[src/rtl/key_enc_pkg.sv]
// Shared definitions for the debounced 8-to-3 key encoder:
// FSM state encoding, priority encoder and multi-key detector.
package key_enc_pkg;

   // Encoder FSM states, fixed 2-bit encoding
   typedef enum logic [1:0] {
      ST_IDLE        = 2'd0,
      ST_DEB_PRESS   = 2'd1,
      ST_PRESSED     = 2'd2,
      ST_DEB_RELEASE = 2'd3
   } keyState_t;

   localparam int KEY_W  = 8;
   localparam int CODE_W = 3;

   // Index of the highest set key line; bit 7 has top priority.
   // An all-zero vector encodes to 0, which the FSM never accepts anyway.
   function automatic logic [CODE_W-1:0] priority_encode(input logic [KEY_W-1:0] keys);
      logic [CODE_W-1:0] idx;
      idx = '0;
      casez (keys)
         8'b1???????: idx = 3'd7;
         8'b01??????: idx = 3'd6;
         8'b001?????: idx = 3'd5;
         8'b0001????: idx = 3'd4;
         8'b00001???: idx = 3'd3;
         8'b000001??: idx = 3'd2;
         8'b0000001?: idx = 3'd1;
         default:     idx = 3'd0;
      endcase
      return idx;
   endfunction

   // True when more than one key line is set: clearing the lowest set
   // bit leaves something behind only if a second bit was present.
   function automatic logic multi_key(input logic [KEY_W-1:0] keys);
      logic [KEY_W-1:0] rest;
      rest = keys & (keys - KEY_W'(1));
      return (rest != '0);
   endfunction

endpackage

[src/rtl/key_sync.sv]
// Parameterised-width two-flop synchronizer for asynchronous key lines.
// Each bit is synchronized independently; no multi-bit coherence is implied.
module key_sync #(
   parameter int WIDTH = 8
) (
   input  logic             clk,
   input  logic             rst_n,
   input  logic [WIDTH-1:0] i_async,
   output logic [WIDTH-1:0] o_sync
);

   logic [WIDTH-1:0] r_meta;
   logic [WIDTH-1:0] r_sync;

   // Two back-to-back flops give the first stage a full cycle to resolve
   always_ff @(posedge clk or negedge rst_n) begin
      if (!rst_n) begin
         r_meta <= '0;
         r_sync <= '0;
      end else begin
         r_meta <= i_async;
         r_sync <= r_meta;
      end
   end

   assign o_sync = r_sync;

endmodule

[src/rtl/key_encoder_8to3.sv]
// Debounced 8-to-3 priority key encoder.
// Accepts a key snapshot once it has been stable for DEBOUNCE_CYCLES
// samples, reports the highest key index with a one-cycle valid strobe,
// and holds the code until the keys have been released and stable.
// Optional feature macro: KEY_ENC_SYNC_EN adds a 2-flop synchronizer
// on every key line (two extra cycles of latency).
module key_encoder_8to3
   import key_enc_pkg::*;
#(
   parameter int DEBOUNCE_CYCLES = 20000
) (
   input  logic        clk,
   input  logic        rst_n,
   input  logic [7:0]  key_in,
   output logic [2:0]  code,
   output logic        valid,
   output logic        held,
   output logic        multi
);

   // Counter only ever reaches DEBOUNCE_CYCLES-1, so clog2 bits suffice
   localparam int CNT_W = (DEBOUNCE_CYCLES > 1) ? $clog2(DEBOUNCE_CYCLES) : 1;
   localparam logic [CNT_W-1:0] CNT_LAST = CNT_W'(DEBOUNCE_CYCLES - 1);

   logic [KEY_W-1:0]  w_keyS;
   keyState_t         r_state;
   logic [CNT_W-1:0]  r_cnt;
   logic [KEY_W-1:0]  r_snap;
   logic [CODE_W-1:0] r_code;
   logic              r_valid;
   logic              r_held;
   logic              r_multi;

`ifdef KEY_ENC_SYNC_EN
   key_sync #(
      .WIDTH (KEY_W)
   ) u_keySync (
      .clk     (clk),
      .rst_n   (rst_n),
      .i_async (key_in),
      .o_sync  (w_keyS)
   );
`else
   assign w_keyS = key_in;
`endif

   // Debounce FSM: tracks the press snapshot, counts stable samples and
   // produces all registered outputs; valid defaults low every cycle
   always_ff @(posedge clk or negedge rst_n) begin
      if (!rst_n) begin
         r_state <= ST_IDLE;
         r_cnt   <= '0;
         r_snap  <= '0;
         r_code  <= '0;
         r_valid <= 1'b0;
         r_held  <= 1'b0;
         r_multi <= 1'b0;
      end else begin
         r_valid <= 1'b0;
         case (r_state)
            ST_IDLE: begin
               if (w_keyS != '0) begin
                  r_snap  <= w_keyS;
                  r_cnt   <= '0;
                  r_state <= ST_DEB_PRESS;
               end
            end
            ST_DEB_PRESS: begin
               if (w_keyS == '0) begin
                  r_cnt   <= '0;
                  r_state <= ST_IDLE;
               end else if (w_keyS != r_snap) begin
                  r_snap <= w_keyS;
                  r_cnt  <= '0;
               end else if (r_cnt == CNT_LAST) begin
                  r_code  <= priority_encode(r_snap);
                  r_multi <= multi_key(r_snap);
                  r_valid <= 1'b1;
                  r_held  <= 1'b1;
                  r_cnt   <= '0;
                  r_state <= ST_PRESSED;
               end else begin
                  r_cnt <= r_cnt + CNT_W'(1);
               end
            end
            ST_PRESSED: begin
               if (w_keyS == '0) begin
                  r_cnt   <= '0;
                  r_state <= ST_DEB_RELEASE;
               end
            end
            ST_DEB_RELEASE: begin
               if (w_keyS != '0) begin
                  r_cnt   <= '0;
                  r_state <= ST_PRESSED;
               end else if (r_cnt == CNT_LAST) begin
                  r_held  <= 1'b0;
                  r_cnt   <= '0;
                  r_state <= ST_IDLE;
               end else begin
                  r_cnt <= r_cnt + CNT_W'(1);
               end
            end
            default: begin
               r_cnt   <= '0;
               r_state <= ST_IDLE;
            end
         endcase
      end
   end

   assign code  = r_code;
   assign valid = r_valid;
   assign held  = r_held;
   assign multi = r_multi;

endmodule

[config.mk]
export PLATFORM = sky130hd
export DESIGN_NAME = key_encoder_8to3
export DESIGN_NICKNAME = d
export VERILOG_FILES = /design/src/rtl/key_enc_pkg.sv /design/src/rtl/key_sync.sv /design/src/rtl/key_encoder_8to3.sv
export SDC_FILE = /design/constraint.sdc
export NUM_CORES = 1
export LEC_CHECK = 0
export CORE_MARGIN = 5
export CORE_UTILIZATION = 51
export DETAILED_ROUTE_END_ITERATION = 10
export PLACE_DENSITY = 0.85
export SETUP_SLACK_MARGIN = 0.5
export SYNTH_ARGS = -nofsm -noshare
export SYNTH_HDL_FRONTEND = slang
export SYNTH_SLANG_ARGS = --single-unit
[constraint.sdc]
create_clock -name clk -period 1.9 [get_ports clk]
set_input_delay 0.285 -clock clk [delete_from_list [all_inputs] [get_ports clk]]
set_output_delay 0.285 -clock clk [all_outputs]
set_load 0.05 [all_outputs]
**Yosys cells after proc, flatten, opt, wreduce, memory -nomap -nowiden**

Cells that the tools add are included.

- Bits in registers: 31
- Latch bits: 0
- RAM bits: 0
- ROM bits: 0
- Input port bits: 10
- Output and inout port bits: 6
- Logic and storage cells: 75
- Memories: 0

- Add/subtract/negate cells: 2
- Multipliers: 0
- Divide/modulo/power cells: 0
- $lt $le $gt $ge: 0
- Equality and inequality tests: 22
- Shift-type cells: 0
- Multiplexer cells: 30
- Bitwise logic cells: 3
- Reduce and logical (&&, ||, !) cells: 11

Operator list:

| cell | number |
|---|---|
| $mux W15 | 6 |
| $pmux W15 S4 | 1 |
| $mux W8 | 3 |
| $pmux W3 S7 | 1 |
| $ne A2 B2 Y1 const B | 8 |
| $pmux W8 S2 | 1 |
| $reduce_bool A8 Y1 | 2 |
| $add A15 B1 Y15 const B | 1 |
| $eq A15 B15 Y1 const B | 1 |
| $mux W2 | 7 |
| $mux W1 | 9 |
| $ne A3 B3 Y1 const B | 3 |
| $and A8 B8 Y8 | 1 |
| $logic_not A8 Y1 | 1 |
| $ne A8 B8 Y1 | 1 |
| $pmux W2 S4 | 1 |
| $reduce_and A4 Y1 | 2 |
| $sub A8 B1 Y8 const B | 1 |
| $eq A7 B1 Y1 const B | 1 |
| $eq A6 B1 Y1 const B | 1 |
| $reduce_and A6 Y1 | 1 |
| $eq A5 B1 Y1 const B | 1 |
| $reduce_and A5 Y1 | 1 |
| $eq A2 B1 Y1 const B | 2 |
| other kinds (8) | 11 |

**Longest topological paths before layout**

- Depth after elaboration: 5
- Gate-level depth with buffers: 7
- Mapped depth without buffers: 6

**Worst setup path before layout**

OpenSTA, ideal clock, no wires.

- Kind: register to register
- From: register r_snap[6]
- To: register r_code[0] (netlist: code[0])
- Library setup time: 0.125 ns
- Data arrival time: 1.793 ns
- Data required time: 1.775 ns
- Setup slack: -0.018 ns
- Stages on the path, launching flop included: 8
- Buffers on the path: 2
- Clock period less this slack: 1.918 ns
- Cell sequence: dfrtp_1 clkbuf_1 xnor2_1 nand4_1 nor4_2 and2_4 buf_6 mux2_4

- Cells in the longest elaborated chain, start to end: 3
- Elaborated cells between the ends (all ways): 10
- Those cells by class: eq/ne: 7; mux: 1; bitwise: 1; reduce/logical: 1

Ends and longest elaborated chain:

| what | RTL line | text |
|---|---|---|
| from (decl) | key_encoder_8to3.sv:28 | `logic [KEY_W-1:0] r_snap;` |
| from (signal assigned) | key_encoder_8to3.sv:63 | `r_snap <= w_keyS;` |
| from (signal assigned) | key_encoder_8to3.sv:73 | `r_snap <= w_keyS;` |
| branches (longest 3 deep; another with $eq A7 B1 Y1) | -- |  |
| to (signal assigned) | key_encoder_8to3.sv:76 | `r_code <= priority_encode(r_snap);` |
| to (decl) | key_encoder_8to3.sv:29 | `logic [CODE_W-1:0] r_code;` |

Several ways; the timed one is not identified.
A chain may end at the register's enable or synchronous reset.

**Final worst setup path**

- From: register r_cnt[5]
- To: register r_multi (netlist: multi)

- Cells in the longest elaborated chain, start to end: 2

Ends and longest elaborated chain:

| what | RTL line | text |
|---|---|---|
| from (decl) | key_encoder_8to3.sv:27 | `logic [CNT_W-1:0] r_cnt;` |
| from (signal assigned) | key_encoder_8to3.sv:83 | `r_cnt <= r_cnt + CNT_W'(1);` |
| from (signal assigned) | key_encoder_8to3.sv:101 | `r_cnt <= r_cnt + CNT_W'(1);` |
| $eq A15 B15 Y1 | key_encoder_8to3.sv:75 | `end else if (r_cnt == CNT_LAST) begin` |
| $reduce_and A4 Y1 (no source line) | -- |  |
| to (signal assigned) | key_encoder_8to3.sv:77 | `r_multi <= multi_key(r_snap);` |
| to (decl) | key_encoder_8to3.sv:32 | `logic r_multi;` |

No other way between the ends.

==> run metrics <==
critical path fanouts, max 5; core area 0.00336 mm2; Buf/Inv on CP 0; Overall Power 1.24 mW; fill count 229; detailed-router iteration count before antenna repair 4; Num CTS Buffers 5; worst min-delay path startpoint key_in[4]; sequential element share of the synthesized area 43.6%; global-route wire length before repair 8600 um; top achievable clock speed 560 MHz; clk slew on worst S/H paths 0.11 ns; Starting Density 52.9%; DP HPWL 3060 um; aggregate global routing overflow 0; count of final setup violators 0; Max Slew Vio Count 0; leak pwr 1.12 nW; number of synthesized flops with an enable pin 0; critical path startpoint category flop; placed cell count 246; family of cells with the greatest summed delay on the critical path simple AND/OR/NAND/NOR gates; Hold Buf Count CTS 0; count of clock tree sinks 31; average footprint of a synthesized cell 10.5 um2; Least-Margin Pin Slew 0.421 ns; buffers added on ports 15; number of hold violations in the final report 0; layout net count 245; count of max-cap constraint violations 0; detail-routed net length per standard cell 19.2 um; Post-Layout Cell Count 280; Max IR drop VDD 0.000377 V; library cells used by synthesis 42; critical path launch point r_cnt[5]; number of rows in the core area 21; areal power density over the cells 465 mW/mm2; Placer Congestion 0.915; IO Count 16; core occupancy in the finished layout 79.6%; relative slew slack 71.9%; worst hold-check slack 0.179 ns; Final Skew 0.0165 ns; Detail Route Antenna Nets 0; required time at the endpoint of the critical path 2.13 ns; die height 69.1 um; remaining design rule violation count 0; Final period util 94.0%; Max H-tree Level 2; buffers from clock root to sink, at most 2; growth of design area from synthesis to finish 50.4%; beginning of the worst register-to-register path r_cnt[5]; maximum number of pins on one net before global-route repair 32; count of mapped cells out of synthesis 169; floorplan die width 69.1 um; CTS root buf sky130_fd_sc_hd__clkbuf_4; Crit path arrival time 2.02 ns; Routed Wire Length 5370 um; type of the setup path with the least slack flop to flop; Placed Area 0.00217 mm2; Post-Layout Inst Area 0.00268 mm2; Antenna diodes 0; area of the mapped netlist 0.00178 mm2; Clock Latency Late Sink 0.35 ns; CTS tree built; final critical delay including setup and external delays 1.79 ns; highest-delay cell along the critical path sky130_fd_sc_hd__dfrtp_2; FF+latch count, synth 31; total die area 0.00477 mm2; fraction of final layout cells with drive strength greater than 1 56.4%; total nets after synthesis 180; peak per-stage delay on the critical path 0.47 ns; most common flop cell mapped by yosys sky130_fd_sc_hd__dfrtp_1; vias per std cell 5.88; warning count from the yosys run 0; combined global-route utilization of all metal layers 22.6%; result of the run completed; DR iter-0 viols 216; Synth async-reset ratio 100%; unrepaired setup endpoints after global routing true; cell breakdown of the critical path nor4_2, and4bb_2, and2_4, mux2_4; number of vias in the routed layout 1,646; class of the tightest hold or removal check input port to flop; vias in the first global route 1,801; initial antenna violation count 0; CP endpoint kind flop
worst paths after layout:
check / slack, ns / endpoint / cells past startpoint
worst max-delay path: 0.11 / multi / 4
worst min-delay path: 0.18 / r_snap[4] / 2
worst max register to register: 0.11 / multi / 4
worst min register to register: 0.53 / code[2] / 1
max in group asynchronous: 1.23 / r_snap[3] / 2
min in group asynchronous: 0.32 / r_cnt[4] / 2
cells in the final DEF (no fill, tap or decap), drive strengths merged, types with 11 or more instances in the layout:
cell type and instances:
dfrtp 31, nor2 11, xnor2 14, mux2 12, nand2 13, buf 59, o2bb2ai 14
where the power goes:
| part | switching [mW] | total [mW] | internal (mW) |
|---|---|---|---|
| clock | 0.235 | 0.407 | 0.171 |
| combinational | 0.0747 | 0.155 | 0.0801 |
| sequential | 0.0127 | 0.683 | 0.670 |
| total | 0.323 | 1.24 | 0.921 |
registers in the layout (all words and copies together) (netlist names), named ones only:
| register | flops |
|---|---|
| r_cnt | 15 |
| r_state | 1 |
| multi | 1 |
| valid | 1 |
| held | 1 |
| r_snap | 8 |
| code | 3 |
per-stage QoR:
| stage | TNS [ns] | setup WS [ns] |
|---|---|---|
| after floorplan | 0 | 0.0975 |
| after global placement | -8.26 | -0.345 |
| after detailed placement | -9.56 | -0.379 |
| after CTS | 0 | 0.183 |
| after global routing | 0 | 0.0363 |
| final | 0 | 0.114 |
Yosys cell counts (2+ instances only):
master | n | area [um2]
sky130_fd_sc_hd__nor4_1 | 2 | 12.5
sky130_fd_sc_hd__inv_1 | 7 | 26.3
sky130_fd_sc_hd__xnor2_1 | 14 | 123
sky130_fd_sc_hd__buf_6 | 2 | 22.5
sky130_fd_sc_hd__dfrtp_1 | 31 | 776
sky130_fd_sc_hd__or4_4 | 2 | 22.5
sky130_fd_sc_hd__a21oi_1 | 6 | 30.0
sky130_fd_sc_hd__clkbuf_1 | 2 | 7.51
sky130_fd_sc_hd__nor2b_1 | 2 | 12.5
sky130_fd_sc_hd__xor2_1 | 6 | 52.6
sky130_fd_sc_hd__mux2_2 | 8 | 90.1
sky130_fd_sc_hd__o2bb2ai_1 | 14 | 123
sky130_fd_sc_hd__nand3_1 | 7 | 35.0
sky130_fd_sc_hd__mux2_4 | 4 | 60.1
sky130_fd_sc_hd__nor3_1 | 5 | 25.0
sky130_fd_sc_hd__o21ai_0 | 4 | 20.0
sky130_fd_sc_hd__nand4_1 | 7 | 43.8
sky130_fd_sc_hd__nor2_1 | 10 | 37.5
sky130_fd_sc_hd__nand2_1 | 13 | 48.8
final cells by class:
class,count,area (um2),area share (%)
clock buffers,6,51.3,1.92
multi-input cells,126,1250,46.6
repair buffers,63,507,18.9
well taps,46,57.6,2.15
clock inverters,1,5.00,0.187
inverters,7,26.3,0.981
flip-flops and latches,31,782,29.2
cells by family (layout without fill, tap and decap cells):
family | Yosys count | after routing | share of synthesized area (%)
xor gates and xnor gates | 20 | 20 | 9.84
DFF | 31 | 31 | 43.6
and+or+nand+nor | 57 | 57 | 18.3
muxes | 12 | 12 | 8.43
AOI/OAI and AO/OA | 36 | 36 | 15.7
buffers and inverters | 12 | 77 | 3.44
adders and majority gates | 1 | 1 | 0.703
metal layers:
metal | GRT usage [%] | vias up | routed length (um)
li1 | - | 750 | -
met5 | 0 | - | 0
met4 | 9.11 | 0 | 163
met3 | 5.96 | 17 | 248
met1 | 24.7 | 821 | 2110
met2 | 40.9 | 58 | 2850
what timing repair did:
action,in CTS,in global routing
resized for setup,100,16
pin swaps,40,12
endpoints found under the setup margin,37,35
buffers inserted,20,7
gates cloned,0,0
(Power assumes the default switching activity.)
